## src/rtl/layer_output_serializer.sv

```systemverilog
// layer_output_serializer
//   Captures a full vector of NN neuron results in one cycle and replays it as a
//   serial stream of dataWidth-bit words, one per cycle, for the next layer.
//   Holds one vector while it is being replayed. A new vector can be captured on the
//   same edge that the last word goes out, so back-to-back vectors have no gap.
//   Sticky flags report vectors dropped while busy and partially valid vectors.
// Ports
//   clk          rising-edge clock
//   rst          asynchronous active-low reset
//   in_valid     per-neuron valid; a vector is accepted only when all bits are set
//   in_data      neuron k result at in_data[k*dataWidth +: dataWidth]
//   err_clr      synchronous clear of overrun / partial_err (a set in the same cycle wins)
//   out_valid    stream word valid (drives next layer x_valid)
//   out_data     stream word (drives next layer x_in); holds its value when idle
//   out_last     marks the word from neuron NN-1
//   busy         a vector is being replayed
//   overrun      sticky: full vector arrived mid-replay and was dropped
//   partial_err  sticky: in_valid was nonzero but not all-ones
module layer_output_serializer #(
  parameter int unsigned NN        = 30,
  parameter int unsigned dataWidth = 16
) (
  input  logic                    clk,
  input  logic                    rst,
  input  logic [NN-1:0]           in_valid,
  input  logic [NN*dataWidth-1:0] in_data,
  input  logic                    err_clr,
  output logic                    out_valid,
  output logic [dataWidth-1:0]    out_data,
  output logic                    out_last,
  output logic                    busy,
  output logic                    overrun,
  output logic                    partial_err
);

  localparam int unsigned    CntW    = (NN > 1) ? $clog2(NN) : 1;
  localparam logic [CntW-1:0] LastIdx = CntW'(NN - 1);

  typedef enum logic [0:0] {StIdle, StShift} state_e;

  state_e                  state_q;
  logic [CntW-1:0]         count_q;  // index of the word currently on out_data
  logic [NN*dataWidth-1:0] cap_q;    // words not yet emitted, next one in the low slot

  logic vec_full;
  logic vec_any;
  logic at_last;
  logic cap;
  logic overrun_set;
  logic partial_set;

  always_comb begin
    vec_full    = &in_valid;
    vec_any     = |in_valid;
    at_last     = (state_q == StShift) && (count_q == LastIdx);
    cap         = vec_full && ((state_q == StIdle) || at_last);
    overrun_set = vec_full && (state_q == StShift) && !at_last;
    partial_set = vec_any && !vec_full;
  end

  always_ff @(posedge clk or negedge rst) begin
    if (!rst) begin
      state_q     <= StIdle;
      count_q     <= '0;
      cap_q       <= '0;
      out_valid   <= 1'b0;
      out_data    <= '0;
      out_last    <= 1'b0;
      busy        <= 1'b0;
      overrun     <= 1'b0;
      partial_err <= 1'b0;
    end else begin
      overrun     <= overrun_set | (overrun & ~err_clr);
      partial_err <= partial_set | (partial_err & ~err_clr);

      if (cap) begin
        // Word 0 goes straight out; the rest are parked already shifted down by one slot.
        state_q   <= StShift;
        count_q   <= '0;
        cap_q     <= in_data >> dataWidth;
        out_valid <= 1'b1;
        busy      <= 1'b1;
        out_data  <= in_data[dataWidth-1:0];
        out_last  <= (NN == 1);
      end else if ((state_q == StShift) && !at_last) begin
        count_q  <= count_q + 1'b1;
        cap_q    <= cap_q >> dataWidth;
        out_data <= cap_q[dataWidth-1:0];
        out_last <= ((count_q + 1'b1) == LastIdx);
      end else begin
        state_q   <= StIdle;
        count_q   <= '0;
        out_valid <= 1'b0;
        out_last  <= 1'b0;
        busy      <= 1'b0;
      end
    end
  end

endmodule

```

## config.mk

```make
export PLATFORM = sky130hd
export DESIGN_NAME = layer_output_serializer
export DESIGN_NICKNAME = d
export VERILOG_FILES = /design/src/rtl/layer_output_serializer.sv
export SDC_FILE = /design/constraint.sdc
export NUM_CORES = 1
export LEC_CHECK = 0
export CORE_ASPECT_RATIO = 1.2
export CORE_MARGIN = 2
export CORE_UTILIZATION = 45
export DETAILED_ROUTE_END_ITERATION = 12
export PLACE_DENSITY = 0.8
export SYNTH_ARGS = -nofsm -noshare
export SYNTH_HDL_FRONTEND = slang
export SYNTH_SLANG_ARGS = --single-unit
```

## constraint.sdc

```tcl
create_clock -name clk -period 2.73 [get_ports clk]
set_clock_uncertainty 0.05 [all_clocks]
set_input_delay 0.546 -clock clk [delete_from_list [all_inputs] [get_ports clk]]
set_output_delay 0.546 -clock clk [all_outputs]
set_load 0.01 [all_outputs]
```

==> impl_metrics.csv <==
group,metric,value,unit
logic_synthesis,yosys.area_share.adder,0.00160,
power,pwr-share-comb,0.069,
route,router_iterations_before_antenna_repair,6,
power,sequentialPowerShare,0.486,
hold_path,hp-class,"in -> async",
global_route,maximum_number_of_pins_on_one_net_before_global_route_repair,98,
floorplanning,die_height,254,um
global_route,first_global_vias,23400,
sta,setup_viol_count_final,0,
sta,final.setup.worst_slack,0.408,ns
route,drc_errors,0,
finish,finalNetCount,3706,
route,antenna_left,0,
route,drt_first_iter_violations,2864,
logic_synthesis,area_fraction_in_compound_gates_after_synthesis,0.231,
logic_synthesis,postSynthRegisterBits,489,
sta,final.hold.worst_slack,0.432,ns
global_route,track_usage,0.309,
place,placed_cells_incl_taps,3836,
run_status,result_of_the_run,"finished clean",
worst_setup_path,arrival,1.73,ns
logic_synthesis,synth_cells,2766,
power,power.static_leakage,14.4,nW
sta,timing_worst_slew_pin_value,0.771,ns
place,io_buffer_count,533,
place,dp_wirelength,61200,um
logic_synthesis,synthesis.yosys.warnings,0,
worst_setup_path,r2r-start,"count_q[0]",
floorplanning,num_io_pins,534,
sta,fmax,431,MHz
finish,nFillCells,4310,
sta,final_hold_viol_count,0,
route,vias_per_cell,6.09,
worst_setup_path,cpMaxStageDelayCell,"clkdlybuf4s50_1",
logic_synthesis,synthesis.nets,3282,
clock_network,cts-root-to-sink-buffers,3,
worst_setup_path,worst_setup_path_start,"state_q",
global_route,grt_first_pass_wirelength,129000,um
clock_network,cts-buffers-inserted,48,
clock_network,cts_tree,"done",
worst_setup_path,critical_path.n_buffers_inverters,1,
logic_synthesis,synth-edff-count,0,
logic_synthesis,synth.cell_area,0.0234,mm2
route,count_of_vias_placed_by_the_detailed_router,24000,
worst_setup_path,critical_path.max_stage_delay,0.60,ns
power,netSwitchingFraction,0.221,
floorplanning,core,0.0515,mm2
finish,utilization,0.616,
finish,layout-area-overhead-vs-synth,35.3,%
sta,grt_setup_unrepaired,"no",
worst_setup_path,worst-path-max-fanout,5,
logic_synthesis,synthMuxAreaShare,0,
floorplanning,rows,91,
logic_synthesis,synthFlopType,"dfrtp_1",
sta,slew_headroom,0.486,
route,wl,84700,um
power,clock_group_share_of_total_power,0.445,
route,route.detailed.wl_per_inst,21.5,um
worst_setup_path,cp.depth,1,
power,internal_power,0.0116,W
floorplanning,dieWidth,212,um
clock_network,number_of_setup_buffers_added_after_cts,0,
worst_setup_path,cp_cell_sequence,"clkdlybuf4s50_1",
clock_network,clkLatencyLatePin,0.61,ns
logic_synthesis,post_synthesis_simple_gate_area_fraction,0.186,
worst_setup_path,rr_worst_depth,7,
place,gp_routability_congestion,0.925,
sta,totalNegativeSetupSlack,0,ns
logic_synthesis,async_flop_share,1.00,
floorplanning,initial_utilization,0.456,
clock_network,tritoncts_num_sinks,489,
place,placement.setup.worst_slack,-0.0420,ns
clock_network,htree_levels,2,
run,maxCapViolCount,0,
worst_setup_path,worstSetupPathType,"reg -> out",
global_route,grt_overflow,0,
logic_synthesis,synthDistinctLibCells,26,
sta,fin_crit,2.32,ns
sta,report.final.slew_viol_count,0,
worst_setup_path,setup.worst_path.end_class,"primary output",
clock_network,cts_root_buffer,"clkbuf_16",
logic_synthesis,synth_xor_area_frac,0.00112,
worst_setup_path,timing.critical_path.max_delay_family,"buffers and inverters",
global_route,antenna_found_initial,16,
finish,mostFrequentLayoutCells,"clkdlybuf4s50_1, dfrtp_1, nand3_1, nor2_1, a31oi_1",
finish,drive_gt1_frac,0.0753,
clock_network,cts.clk_slew.worst_paths,0.06,ns
power,peakVddDrop,0.479,mV
sta,fin_crit_sh,0.851,
finish,layout.cells.non_filler,3935,
logic_synthesis,dominant_combinational_cell_family_by_area_after_synthesis,"compound AO/OA/AOI/OAI gates",
logic_synthesis,synth_seq_area_share,0.522,
finish,final_common_cell,"clkdlybuf4s50_1",
logic_synthesis,post_synth.cell_area_avg,8.48,um2
power,total_switching_power,0.00330,W
power,power_per_cell_area,469,mW/mm2
floorplanning,fp.dieArea,0.0540,mm2
worst_setup_path,cp-start-kind,"flip-flop",
worst_setup_path,worst-endpoint-required,2.13,ns
-- cell type report --
type	instances	area, um2	area share
Timing Repair Buffer	694	7150	0.225
Antenna cell	10	25.0	0.000789
Clock buffer	66	1350	0.0425
Multi-Input combinational cell	1952	9870	0.311
Inverter	5	18.8	0.000592
Tap cell	697	872	0.0275
Clock inverter	22	199	0.00627
Sequential cell	489	12200	0.386
-- timing repair --
action / CTS / global route
hold buffers: 1 / 0
endpoints found under the hold margin: 61 / 0
resized for setup: 0 / 0
setup endpoints to repair: 0 / 0
-- power by group through the flow --
stage	Clock, W	Combinational (W)	Sequential [W]
3_3_place_gp	0	0.00102	0.00738
2_1_floorplan	0	0.0000146	0.00738
4_1_cts	0.00670	0.00103	0.00725
3_5_place_dp	0	0.00102	0.00738
6_report	0.00662	0.00103	0.00725
5_1_grt	0.00700	0.00108	0.00724
-- layer usage --
| metal | GRT usage | vias to the layer above | wire (um) |
|---|---|---|---|
| met1 | 0.392 | 11500 | 32700 |
| met2 | 0.487 | 1294 | 39400 |
| li1 | - | 10900 | - |
| met4 | 0.172 | 16 | 4910 |
| met3 | 0.0713 | 261 | 7540 |
| met5 | 0 | - | 115 |
-- flip-flops by register name, summed over array words and instances (netlist names) --
register	flops
partial_err	1
cap_q	464
state_q	1
out_data	16
out_last	1
overrun	1
count_q	5
-- final timing paths --
path,end,slack (ns)
min in group clk,cap_q[379],0.46
worst max-delay path,busy,0.41
worst max register to register,cap_q[129],0.52
worst min-delay path,cap_q[85],0.43
max in group asynchronous,cap_q[218],1.18
worst min register to register,partial_err,0.47
-- stage by stage --
step / instance area, um2 / power (W)
floorplan: 23500 / 0.00740
global placement: 30100 / 0.00840
detailed placement: 30100 / 0.00840
CTS: 31700 / 0.0150
global route: 31700 / 0.0153
finish: 31700 / 0.0149
-- kinds of logic after synthesis --
family                   after synthesis
AND/OR/NAND/NOR                      981
buffers and inverters                325
AO/OA/AOI/OAI                        965
XOR/XNOR                               3
flip-flops                           489
adder cells (fa/ha/maj)                3
-- cells in the mapped netlist, drive strengths merged, types with 2 or more instances --
master,instances,area [um2]
a21oi,17,85.1
a31oi,464,2900
and2,2,12.5
and4,5,43.8
buf,76,428
clkbuf,244,916
dfrtp,489,12200
ha,3,37.5
inv,5,18.8
nand2,4,15.0
nand2b,2,12.5
nand3,482,2410
nand4,8,50.1
nor2,468,1760
nor4,8,56.3
o21ai,481,2410
o22ai,3,18.8
xnor2,2,17.5
Note: power is estimated with default switching activity, not from simulation.
